## src/rtl/mem_bus_arbiter.sv

```systemverilog
// mem_bus_arbiter: shares one memory bus between the IF and MEM pipeline ports.
// Ports: clk/rst; flush_i; IF req/addr/rdata/ack; MEM req/we/be/addr/wdata/rdata/ack;
//        bus req/we/be/addr/wdata (registered), bus rdata/ack; stall requests per port.
module mem_bus_arbiter #(
    parameter int ADDR_W = 32,
    parameter int DATA_W = 32
) (
    input  logic                clk,
    input  logic                rst,
    input  logic                flush_i,
    input  logic                if_req_i,
    input  logic [ADDR_W-1:0]   if_addr_i,
    output logic [DATA_W-1:0]   if_rdata_o,
    output logic                if_ack_o,
    input  logic                mem_req_i,
    input  logic                mem_we_i,
    input  logic [DATA_W/8-1:0] mem_be_i,
    input  logic [ADDR_W-1:0]   mem_addr_i,
    input  logic [DATA_W-1:0]   mem_wdata_i,
    output logic [DATA_W-1:0]   mem_rdata_o,
    output logic                mem_ack_o,
    output logic                bus_req_o,
    output logic                bus_we_o,
    output logic [DATA_W/8-1:0] bus_be_o,
    output logic [ADDR_W-1:0]   bus_addr_o,
    output logic [DATA_W-1:0]   bus_wdata_o,
    input  logic [DATA_W-1:0]   bus_rdata_i,
    input  logic                bus_ack_i,
    output logic                stallreq_if_o,
    output logic                stallreq_mem_o
);

    localparam int BE_W = DATA_W / 8;

    typedef enum logic [1:0] {
        S_IDLE,
        S_IF_BUSY,
        S_MEM_BUSY,
        S_DONE
    } state_e;

    state_e              state_q, state_d;
    logic                last_mem_q, last_mem_d;
    logic                drop_if_q, drop_if_d;
    logic                bus_req_q, bus_req_d;
    logic                bus_we_q, bus_we_d;
    logic [BE_W-1:0]     bus_be_q, bus_be_d;
    logic [ADDR_W-1:0]   bus_addr_q, bus_addr_d;
    logic [DATA_W-1:0]   bus_wdata_q, bus_wdata_d;
    logic [DATA_W-1:0]   if_rdata_q, if_rdata_d;
    logic [DATA_W-1:0]   mem_rdata_q, mem_rdata_d;
    logic                if_ack_q, if_ack_d;
    logic                mem_ack_q, mem_ack_d;

    logic                if_ok;
    logic                grant_mem;
    logic                grant_if;

    // A flush withdraws IF from arbitration; MEM then wins even if it
    // had the bus last, since it is the only eligible port.
    assign if_ok     = if_req_i & ~flush_i;
    assign grant_mem = mem_req_i & (~if_ok | ~last_mem_q);
    assign grant_if  = if_ok & ~grant_mem;

    always_comb begin
        state_d     = state_q;
        last_mem_d  = last_mem_q;
        drop_if_d   = drop_if_q;
        bus_req_d   = bus_req_q;
        bus_we_d    = bus_we_q;
        bus_be_d    = bus_be_q;
        bus_addr_d  = bus_addr_q;
        bus_wdata_d = bus_wdata_q;
        if_rdata_d  = if_rdata_q;
        mem_rdata_d = mem_rdata_q;
        if_ack_d    = 1'b0;
        mem_ack_d   = 1'b0;

        unique case (state_q)
            S_IDLE: begin
                if (grant_mem) begin
                    state_d     = S_MEM_BUSY;
                    last_mem_d  = 1'b1;
                    bus_req_d   = 1'b1;
                    bus_we_d    = mem_we_i;
                    bus_be_d    = mem_be_i;
                    bus_addr_d  = mem_addr_i;
                    bus_wdata_d = mem_wdata_i;
                end else if (grant_if) begin
                    state_d     = S_IF_BUSY;
                    last_mem_d  = 1'b0;
                    bus_req_d   = 1'b1;
                    bus_we_d    = 1'b0;
                    bus_be_d    = '1;
                    bus_addr_d  = if_addr_i;
                    bus_wdata_d = '0;
                end
            end
            S_IF_BUSY: begin
                if (flush_i) begin
                    drop_if_d = 1'b1;
                end
                if (bus_ack_i) begin
                    // A flush in the ack cycle itself also kills delivery.
                    if_rdata_d = bus_rdata_i;
                    if_ack_d   = ~(drop_if_q | flush_i);
                    bus_req_d  = 1'b0;
                    state_d    = S_DONE;
                end
            end
            S_MEM_BUSY: begin
                if (bus_ack_i) begin
                    mem_rdata_d = bus_rdata_i;
                    mem_ack_d   = 1'b1;
                    bus_req_d   = 1'b0;
                    state_d     = S_DONE;
                end
            end
            S_DONE: begin
                state_d   = S_IDLE;
                drop_if_d = 1'b0;
            end
            default: begin
                state_d = S_IDLE;
            end
        endcase
    end

    always_ff @(posedge clk) begin
        if (rst) begin
            state_q     <= S_IDLE;
            last_mem_q  <= 1'b0;
            drop_if_q   <= 1'b0;
            bus_req_q   <= 1'b0;
            bus_we_q    <= 1'b0;
            bus_be_q    <= '0;
            bus_addr_q  <= '0;
            bus_wdata_q <= '0;
            if_rdata_q  <= '0;
            mem_rdata_q <= '0;
            if_ack_q    <= 1'b0;
            mem_ack_q   <= 1'b0;
        end else begin
            state_q     <= state_d;
            last_mem_q  <= last_mem_d;
            drop_if_q   <= drop_if_d;
            bus_req_q   <= bus_req_d;
            bus_we_q    <= bus_we_d;
            bus_be_q    <= bus_be_d;
            bus_addr_q  <= bus_addr_d;
            bus_wdata_q <= bus_wdata_d;
            if_rdata_q  <= if_rdata_d;
            mem_rdata_q <= mem_rdata_d;
            if_ack_q    <= if_ack_d;
            mem_ack_q   <= mem_ack_d;
        end
    end

    assign bus_req_o      = bus_req_q;
    assign bus_we_o       = bus_we_q;
    assign bus_be_o       = bus_be_q;
    assign bus_addr_o     = bus_addr_q;
    assign bus_wdata_o    = bus_wdata_q;
    assign if_rdata_o     = if_rdata_q;
    assign mem_rdata_o    = mem_rdata_q;
    assign if_ack_o       = if_ack_q;
    assign mem_ack_o      = mem_ack_q;

    // Registered acks make the stall drop exactly in the ack cycle.
    assign stallreq_if_o  = ~rst & if_req_i & ~if_ack_q;
    assign stallreq_mem_o = ~rst & mem_req_i & ~mem_ack_q;

endmodule

```

## config.mk

```make
export PLATFORM = sky130hd
export DESIGN_NAME = mem_bus_arbiter
export DESIGN_NICKNAME = d
export VERILOG_FILES = /design/src/rtl/mem_bus_arbiter.sv
export SDC_FILE = /design/constraint.sdc
export NUM_CORES = 1
export LEC_CHECK = 0
export ABC_AREA = 1
export CAP_MARGIN = 30
export CORE_MARGIN = 3
export CORE_UTILIZATION = 36
export DETAILED_ROUTE_END_ITERATION = 12
export PLACE_DENSITY = 0.76
export SYNTH_ARGS = -nofsm -noshare
export SYNTH_HDL_FRONTEND = slang
export SYNTH_SLANG_ARGS = --single-unit
export TNS_END_PERCENT = 20
```

## constraint.sdc

```tcl
create_clock -name clk -period 1.4 [get_ports clk]
set_input_delay 0.14 -clock clk [delete_from_list [all_inputs] [get_ports clk]]
set_output_delay 0.14 -clock clk [all_outputs]
set_load 0.05 [all_outputs]
```

==> results of run 1 <==
[registers in the layout (all words and copies together), names as in the netlist]
signal       flops
bus_addr_o      32
bus_wdata_o     32
if_rdata_o      32
mem_rdata_o     32
bus_be_o         4
state_q          2
bus_req_o        1
bus_we_o         1
drop_if_q        1
if_ack_o         1
last_mem_q       1
mem_ack_o        1
[placed cells by master, fill, tap and decap left out, drive strengths merged]
master / Yosys / final
a211oi: 1 / 1
clkinv: 0 / 7
nor4: 1 / 1
o21ai: 68 / 68
bufinv: 0 / 3
nor2: 205 / 205
or2: 2 / 2
nor3: 1 / 1
a21oi: 38 / 38
ha: 5 / 5
dlygate4sd2: 0 / 1
clkbuf: 21 / 22
diode: 0 / 1
clkdlybuf4s50: 0 / 136
nand3: 35 / 35
clkinvlp: 0 / 1
nand2: 180 / 180
inv: 46 / 48
bufbuf: 0 / 1
buf: 25 / 177
dfxtp: 140 / 140
[per-stage QoR]
stage | power [W] | cells | utilization | cell area, sq um
after floorplan | 0.0102 | 768 | - | 5490
after global placement | 0.0129 | 1216 | 0.569 | 8360
after detailed placement | 0.0129 | 1216 | 0.569 | 8360
after CTS | 0.0180 | 1256 | 0.622 | 9150
after global routing | 0.0191 | 1257 | 0.633 | 9310
final | 0.0182 | 1257 | 0.633 | 9310
[worst register-to-register path, stage by stage (launching register included)]
cell and delay, ps:
dfxtp_2 330, inv_2 80, ha_4 150, inv_4 40, a21oi_4 130, buf_12 140
buf_12 120, clkbuf_16 150, nor2_1 40, nor2_1 80, nand2_1 60, inv_1 50
[path summary, 6_finish.rpt]
path               from              to  slack [ps]  cells after the start
max          state_q[0]  bus_addr_o[25]         -20                     11
min                 rst      state_q[1]          20                      2
max reg2reg  state_q[0]  bus_addr_o[25]         -20                     11
min reg2reg   drop_if_q        if_ack_o         420                      1
[cells by family after synthesis]
kind of cell / Yosys count
AO/OA/AOI/OAI: 107
adder cells (fa/ha/maj): 5
AND/OR/NAND/NOR: 424
flip-flops: 140
buffers and inverters: 92
[final cells by class]
type                       count  area (sq um)
timing repair buffer         318          3080
sequential                   140          2810
fill                        1297          5390
clock buffer                  19           443
multi-input combinational    536          2400
inverter                      46           180
antenna                        1          2.50
tap                          184           230
clock inverter                13           165
[per-layer routing]
layer  global-route usage  vias to the layer above
li1                     -                     2980
met1                0.228                     2617
met2                0.355                      202
met3               0.0684                       19
met4               0.0667                        0
met5                    0                        -
[synth_stat cells]
cell type / instances
nor2_1: 204
nand2_1: 179
dfxtp_1: 140
o21ai_0: 68
inv_1: 42
a21oi_1: 37
nand3_1: 34
clkbuf_1: 21
buf_2: 13
buf_1: 5
buf_6: 5
ha_1: 5
inv_2: 4
buf_4: 2
or2_2: 2
a211oi_1: 1
a21oi_4: 1
nand2_2: 1
nand3_2: 1
nor2_4: 1
nor3_1: 1
nor4_1: 1
[power groups by stage]
stage	Combinational [W]	Sequential (W)	Clock, W
finish	0.00828	0.00527	0.00461
global route	0.00886	0.00536	0.00486
CTS	0.00804	0.00524	0.00471
detailed placement	0.00762	0.00530	0
global placement	0.00758	0.00527	0
floorplan	0.00226	0.00796	0
[what timing repair did]
| item | CTS | global route |
|---|---|---|
| setup endpoints to repair | 103 | 134 |
| resized for setup | 18 | 52 |
| setup buffers | 6 | 0 |
| pin swaps | 0 | 26 |
| hold endpoints to repair | 0 | 0 |
| cloned | 2 | 3 |
==> impl_table.tex, run 1 <==
\begin{tabular}{lr}
\hline
Metric & Value \\
\hline
\multicolumn{2}{l}{\textbf{Setup path}} \\
\quad Largest delay contributor family on the critical path & buffers and inverters \\
\quad Crit path launch type & flop \\
\quad Crit path DAT & 1780 ps \\
\quad Slowest cell on the critical path & dfxtp\_2 \\
\quad Crit-path cells & inv\_2 > ha\_4 > inv\_4 > a21oi\_4 > buf\_12 > buf\_12 > clkbuf\_16 > nor2\_1 > nor2\_1 > nand2\_1 > inv\_1 \\
\quad Req. time, crit path & 1760 ps \\
\quad Buffering stage count on the worst path with inverters included & 6 \\
\quad Top fanout value on the critical path & 9 \\
\quad Endpoint class of the critical path & flop \\
\quad Largest incremental delay on the critical path & about 330 ps \\
\quad Kind of critical path & flop to flop \\
\multicolumn{2}{l}{\textbf{Pwr}} \\
\quad Power density cells & roughly 2000 nW/um\^{}2 \\
\quad Proportion of power drawn by combinational gates & 0.456 \\
\quad Sw frac & 0.408 \\
\quad Static Leak & 4.29 nW \\
\quad Clock power frac & 0.254 \\
\quad Maximum vdd drop & slightly above 0.9 mV \\
\quad Switching power & between 0.007 and 0.008 W \\
\quad Total internal power & about 0.011 W \\
\quad Relative contribution of sequential cells to total power & 0.290 \\
\multicolumn{2}{l}{\textbf{Clock network}} \\
\quad H-Tree Depth & 4 \\
\quad Cell at the root of the clock tree & clkbuf\_16 \\
\quad Number of sinks on the clock net & 140 \\
\quad CTS tree & yes \\
\quad Number of buffers added by the clock tree synthesis step & 17 \\
\quad Number of buffers on the longest clock path & 2 \\
\quad Reg clk slew, reported paths & $\sim$60 ps \\
\quad Latest clock arrival within the worst-skew pair & 410 ps \\
\quad Hold-fix buffers, CTS & 0 \\
\multicolumn{2}{l}{\textbf{Floorplanning}} \\
\quad Die area & 16700 sq um \\
\quad Ports & 277 \\
\quad Vertical extent of the die & 129 um \\
\quad Initial standard-cell utilization of the core & 0.373 \\
\quad Num rows & 44 \\
\quad Die extent in x & about 130 um \\
\quad Core footprint & approximately 15000 sq um \\
\multicolumn{2}{l}{\textbf{Worst hold path}} \\
\quad Worst min path class & input pin to flop \\
\multicolumn{2}{l}{\textbf{Synth}} \\
\quad Area fraction in and, or, nand and nor cells after synthesis & 0.303 \\
\quad Post-synthesis instance area & 5480 sq um \\
\quad Number of unique standard cell types used by synthesis & 22 \\
\quad Dominant combinational cell family by area after synthesis & simple AND/OR/NAND/NOR gates \\
\quad Syn Area/Cell & 7.14 sq um \\
\quad Area fraction of the dominant cell type after synthesis & 0.511 \\
\quad Post-synthesis share of cell area spent on full adders, half adders and majority gates & 0.0114 \\
\quad XOR/XNOR share of the synthesized area & 0 \\
\quad Post-synthesis net count & between 900 and 1000 \\
\quad Multiplexer area fraction after synthesis & 0 \\
\quad Seq cells post-synth & 140 \\
\quad Count of warnings emitted by yosys & 0 \\
\quad Gate Count Post-Synth & approximately 770 \\
\quad Compound-gate portion of the synthesized area & 0.100 \\
\quad Ranking of synthesized cells by area & dfxtp\_1 (51\%), nor2\_1 (14\%), nand2\_1 (12\%), o21ai\_0 (6.2\%), a21oi\_1 (3.4\%) \\
\quad Largest area contributor in the netlist & dfxtp\_1 \\
\quad Share of synthesized area occupied by flip-flops and latches & 0.511 \\
\multicolumn{2}{l}{\textbf{Global route}} \\
\quad First-pass GRT wire length & between 20000 and 30000 um \\
\quad Number of global-route vias before repair & 5424 \\
\quad Total track usage & 0.201 \\
\quad Final global-route overflow total & 0 \\
\quad Antenna violations before repair & 1 \\
\quad Pin count of the biggest net entering global routing & between 50 and 60 \\
\multicolumn{2}{l}{\textbf{Run}} \\
\quad Max-capacitance violation count & 0 \\
\multicolumn{2}{l}{\textbf{Finish}} \\
\quad Synth-to-Final Area Change & 69.8\% \\
\quad Final Net Count & between 1000 and 1500 \\
\quad Layout cell share with drive strength beyond 1 & 0.247 \\
\multicolumn{2}{l}{\textbf{Drt}} \\
\quad Routed length per instance & 14.2 um \\
\quad DRC marker count from the first detailed-route iteration & 269 \\
\quad Length of routed met2 wiring & 9100 um \\
\quad Detail-routed via count per cell & $\sim$4.6 \\
\quad First-pass detailed-route iteration total & 5 \\
\quad Routed vias & around 5800 \\
\quad Total wire length after detailed routing & roughly 18000 um \\
\quad Wire length the detailed router placed on met1 & between 7000 and 8000 um \\
\quad Post-detailed-route DRC marker count & 0 \\
\quad Remaining antenna violation count & 0 \\
\quad Met3 wire len & around 1400 um \\
\quad Top layer in use & met4 \\
\multicolumn{2}{l}{\textbf{Timing}} \\
\quad Max\_slew headroom & 0.777 \\
\quad Fin Clk Skew & approximately 5.9 ps \\
\quad Worst hold margin & roughly 20 ps \\
\quad Setup Total Neg Slack & -46.9 ps \\
\quad Final worst-path cycle share & 1.01 \\
\quad Hold Fails Final Rpt & 0 \\
\quad Slew Limit Fails & 0 \\
\quad Setup slack of the critical path after layout & -19.8 ps \\
\quad Least-Margin Pin Slew & 335 ps \\
\quad Min Tclk post-route & approximately 1400 ps \\
\quad Number of failing setup endpoints in the final timing report & 4 \\
\quad Maximum clock frequency & a little over 700 MHz \\
\quad Setup repair after global routing missed its margin & true \\
\multicolumn{2}{l}{\textbf{Place}} \\
\quad Post-detail-place hpwl & 12200 um \\
\quad Worst slack, placed & -292 ps \\
\quad RePlAce Congestion & approximately 0.80 \\
\quad Count of input and output buffers & around 280 \\
\multicolumn{2}{l}{\textbf{Run status}} \\
\quad Outcome & complete, but fails checks \\
\quad Failing checks & setup timing \\
\hline
\end{tabular}
(Power assumes the default switching activity.)
==> inputs of run 2 (changes only) <==
Settings changed: TNS_END_PERCENT 20 to 1.
==> run 2 against run 1 <==
Combinational power is 4.8% lower. Critical path type unchanged. The run still ends with setup timing left. Sequential cell count stayed put. Core utilization is 1.3 points lower. Wire length is 4.6% lower.
==> impl_table.tex, run 2 (same netlist as run 1, synthesis figures left out) <==
\begin{tabular}{lr}
\hline
Metric & Value \\
\hline
\multicolumn{2}{l}{\textbf{Run status}} \\
\quad Outcome & complete, but fails checks (unchanged) \\
\quad Failing checks & setup timing (unchanged) \\
\multicolumn{2}{l}{\textbf{Place}} \\
\quad Count of input and output buffers & 276 (unchanged) \\
\quad Placed Cells & 1216 (unchanged) \\
\quad Post-detail-place hpwl & 12200 um (unchanged) \\
\quad RePlAce Congestion & 0.801 (unchanged) \\
\multicolumn{2}{l}{\textbf{Drt}} \\
\quad Remaining antenna violation count & 0 (unchanged) \\
\quad First-pass detailed-route iteration total & 5 (unchanged) \\
\quad Detail-routed via count per cell & 4.61 (was 4.63) \\
\quad Post-detailed-route DRC marker count & 0 (unchanged) \\
\quad Routed vias & 5771 (was 5818) \\
\quad DRC marker count from the first detailed-route iteration & 325 (was 269) \\
\quad Total wire length after detailed routing & 17000 um (was 17900 um) \\
\quad Routed length per instance & 13.6 um (was 14.2 um) \\
\multicolumn{2}{l}{\textbf{Timing}} \\
\quad Min Tclk post-route & 1430 ps (was 1420 ps) \\
\quad Slew Limit Fails & 0 (unchanged) \\
\quad Hold Fails Final Rpt & 0 (unchanged) \\
\quad Setup repair after global routing missed its margin & true (unchanged) \\
\quad Setup Total Neg Slack & -43.5 ps (was -46.9 ps) \\
\quad Final worst-path cycle share & 1.02 (was 1.01) \\
\quad Max\_slew headroom & 0.631 (was 0.777) \\
\quad Setup slack of the critical path after layout & -33.6 ps (was -19.8 ps) \\
\quad Number of failing setup endpoints in the final timing report & 2 (was 4) \\
\quad Maximum clock frequency & 698 MHz (was 704 MHz) \\
\quad Least-Margin Pin Slew & 553 ps (was 335 ps) \\
\quad Fin Clk Skew & 7.41 ps (was 5.88 ps) \\
\multicolumn{2}{l}{\textbf{Clock network}} \\
\quad Cell at the root of the clock tree & clkbuf\_16 (unchanged) \\
\quad CTS tree & yes (unchanged) \\
\quad Number of buffers on the longest clock path & 2 (unchanged) \\
\quad Reg clk slew, reported paths & 60 ps (about the same) \\
\quad Latest clock arrival within the worst-skew pair & 410 ps (about the same) \\
\quad Hold-fix buffers, CTS & 0 (unchanged) \\
\quad Number of sinks on the clock net & 140 (unchanged) \\
\quad H-Tree Depth & 4 (unchanged) \\
\quad Number of buffers added by the clock tree synthesis step & 17 (unchanged) \\
\multicolumn{2}{l}{\textbf{Setup path}} \\
\quad Kind of critical path & flop to flop (unchanged) \\
\quad Top fanout value on the critical path & 32 (was 9) \\
\quad Req. time, crit path & 1700 ps (was 1760 ps) \\
\quad Crit path DAT & 1740 ps (was 1780 ps) \\
\quad Endpoint class of the critical path & flop (unchanged) \\
\quad Crit path launch type & flop (unchanged) \\
\multicolumn{2}{l}{\textbf{Finish}} \\
\quad Most common library cell in the layout ignoring fill and taps & nor2\_1 (unchanged) \\
\quad Synth-to-Final Area Change & 66.2\% (was 69.8\%) \\
\quad \# fillers & 1326 (was 1297) \\
\quad Final Net Count & 1198 (was 1203) \\
\quad Fin cells & 1252 (was 1257) \\
\quad Most frequent cells in the layout & nor2\_1 (194), nand2\_1 (175), buf\_4 (154) (was nor2\_1 (183), nand2\_1 (176), buf\_4 (154)) \\
\quad Layout cell share with drive strength beyond 1 & 0.231 (was 0.247) \\
\multicolumn{2}{l}{\textbf{Global route}} \\
\quad Final global-route overflow total & 0 (unchanged) \\
\quad Pin count of the biggest net entering global routing & 52 (unchanged) \\
\quad Number of global-route vias before repair & 5308 (was 5424) \\
\quad Antenna violations before repair & 1 (unchanged) \\
\quad Total track usage & 0.196 (was 0.201) \\
\quad First-pass GRT wire length & 26000 um (was 26600 um) \\
\multicolumn{2}{l}{\textbf{Pwr}} \\
\quad Pwr Total & 0.0177 W (was 0.0182 W) \\
\quad Power density cells & 1950 nW/um\^{}2 (about the same) \\
\quad Maximum vdd drop & 0.914 mV (was 0.915 mV) \\
\quad Static Leak & 4.20 nW (was 4.29 nW) \\
\multicolumn{2}{l}{\textbf{Run}} \\
\quad Max-capacitance violation count & 0 (unchanged) \\
\multicolumn{2}{l}{\textbf{Floorplanning}} \\
\quad Die area & 16700 sq um (unchanged) \\
\quad Ports & 277 (unchanged) \\
\quad Initial standard-cell utilization of the core & 0.373 (unchanged) \\
\quad Die extent in x & 129 um (unchanged) \\
\quad Core footprint & 14700 sq um (unchanged) \\
\quad Num rows & 44 (unchanged) \\
\quad Vertical extent of the die & 129 um (unchanged) \\
\multicolumn{2}{l}{\textbf{Worst hold path}} \\
\quad Worst min path class & input pin to flop (unchanged) \\
\hline
\end{tabular}
-- run 2: cell types whose count changed in the layout (fill, tap and decap cells not counted), sizes merged --
cell	delta
buf	-2
clkbuf	-2
bufbuf	-1
-- run 2: repair_timing --
item | CTS | global route
endpoints found under the setup margin | 103 | 137
buffers inserted | 0 | 1
resized for setup | 8 | 33
pin swaps | 1 | 5
gates cloned | 0 | 2
-- run 2: per-layer routing --
metal | share of wire | vias up | wire length (um) | track usage
li1 | - | 2967 | - | -
met1 | 0.41 | 2579 | 6920 | 0.225
met2 | 0.50 | 202 | 8530 | 0.341
met3 | 0.075 | 23 | 1280 | 0.0688
met4 | 0.018 | 0 | 309 | 0.0611
met5 | 0 | - | 0 | 0
-- run 2: final timing paths --
| check | from | to | slack (ps) | depth (start not counted) |
|---|---|---|---|---|
| worst max-delay path | state_q[1] | mem_rdata_o[18] | -30 | 8 |
| worst min-delay path | rst | state_q[1] | 9 | 2 |
| worst max register to register | state_q[1] | mem_rdata_o[18] | -30 | 8 |
| worst min register to register | drop_if_q | if_ack_o | 420 | 1 |
-- run 2: metrics by stage --
stage	hold WS [ps]	setup slack, ps	cell area (sq um)	utilization
2_1_floorplan	219	-105	5490	-
3_3_place_gp	413	-291	8360	0.569
3_5_place_dp	415	-292	8360	0.569
4_1_cts	13.1	-57.6	8980	0.611
5_1_grt	21.5	-92.4	9110	0.620
6_report	9.06	-33.6	9110	0.620
-- run 2: final cells by class --
class | count | area (sq um) | share of cell area
Sequential cell | 140 | 2810 | 0.308
Clock inverter | 13 | 165 | 0.0181
Tap cell | 184 | 230 | 0.0253
Inverter | 46 | 175 | 0.0192
Multi-Input combinational cell | 536 | 2350 | 0.258
Timing Repair Buffer | 313 | 2940 | 0.323
Antenna cell | 1 | 2.50 | 0.000275
Clock buffer | 19 | 443 | 0.0486
-- run 2: report_power, final --
part | switching (W) | leakage [nW] | internal, W | total [W]
Combinational | 0.00506 | 2.75 | 0.00282 | 0.00788
Sequential | 0.000436 | 1.15 | 0.00481 | 0.00525
Clock | 0.00174 | 0.298 | 0.00286 | 0.00460
-- run 2: critical path, cell delays in order, from the launching register on --
cell,delay (ps)
dfxtp_2,330
buf_4,140
ha_1,180
nand2_2,80
buf_12,180
inv_2,60
buf_12,170
nor2_1,130
nor2_1,60
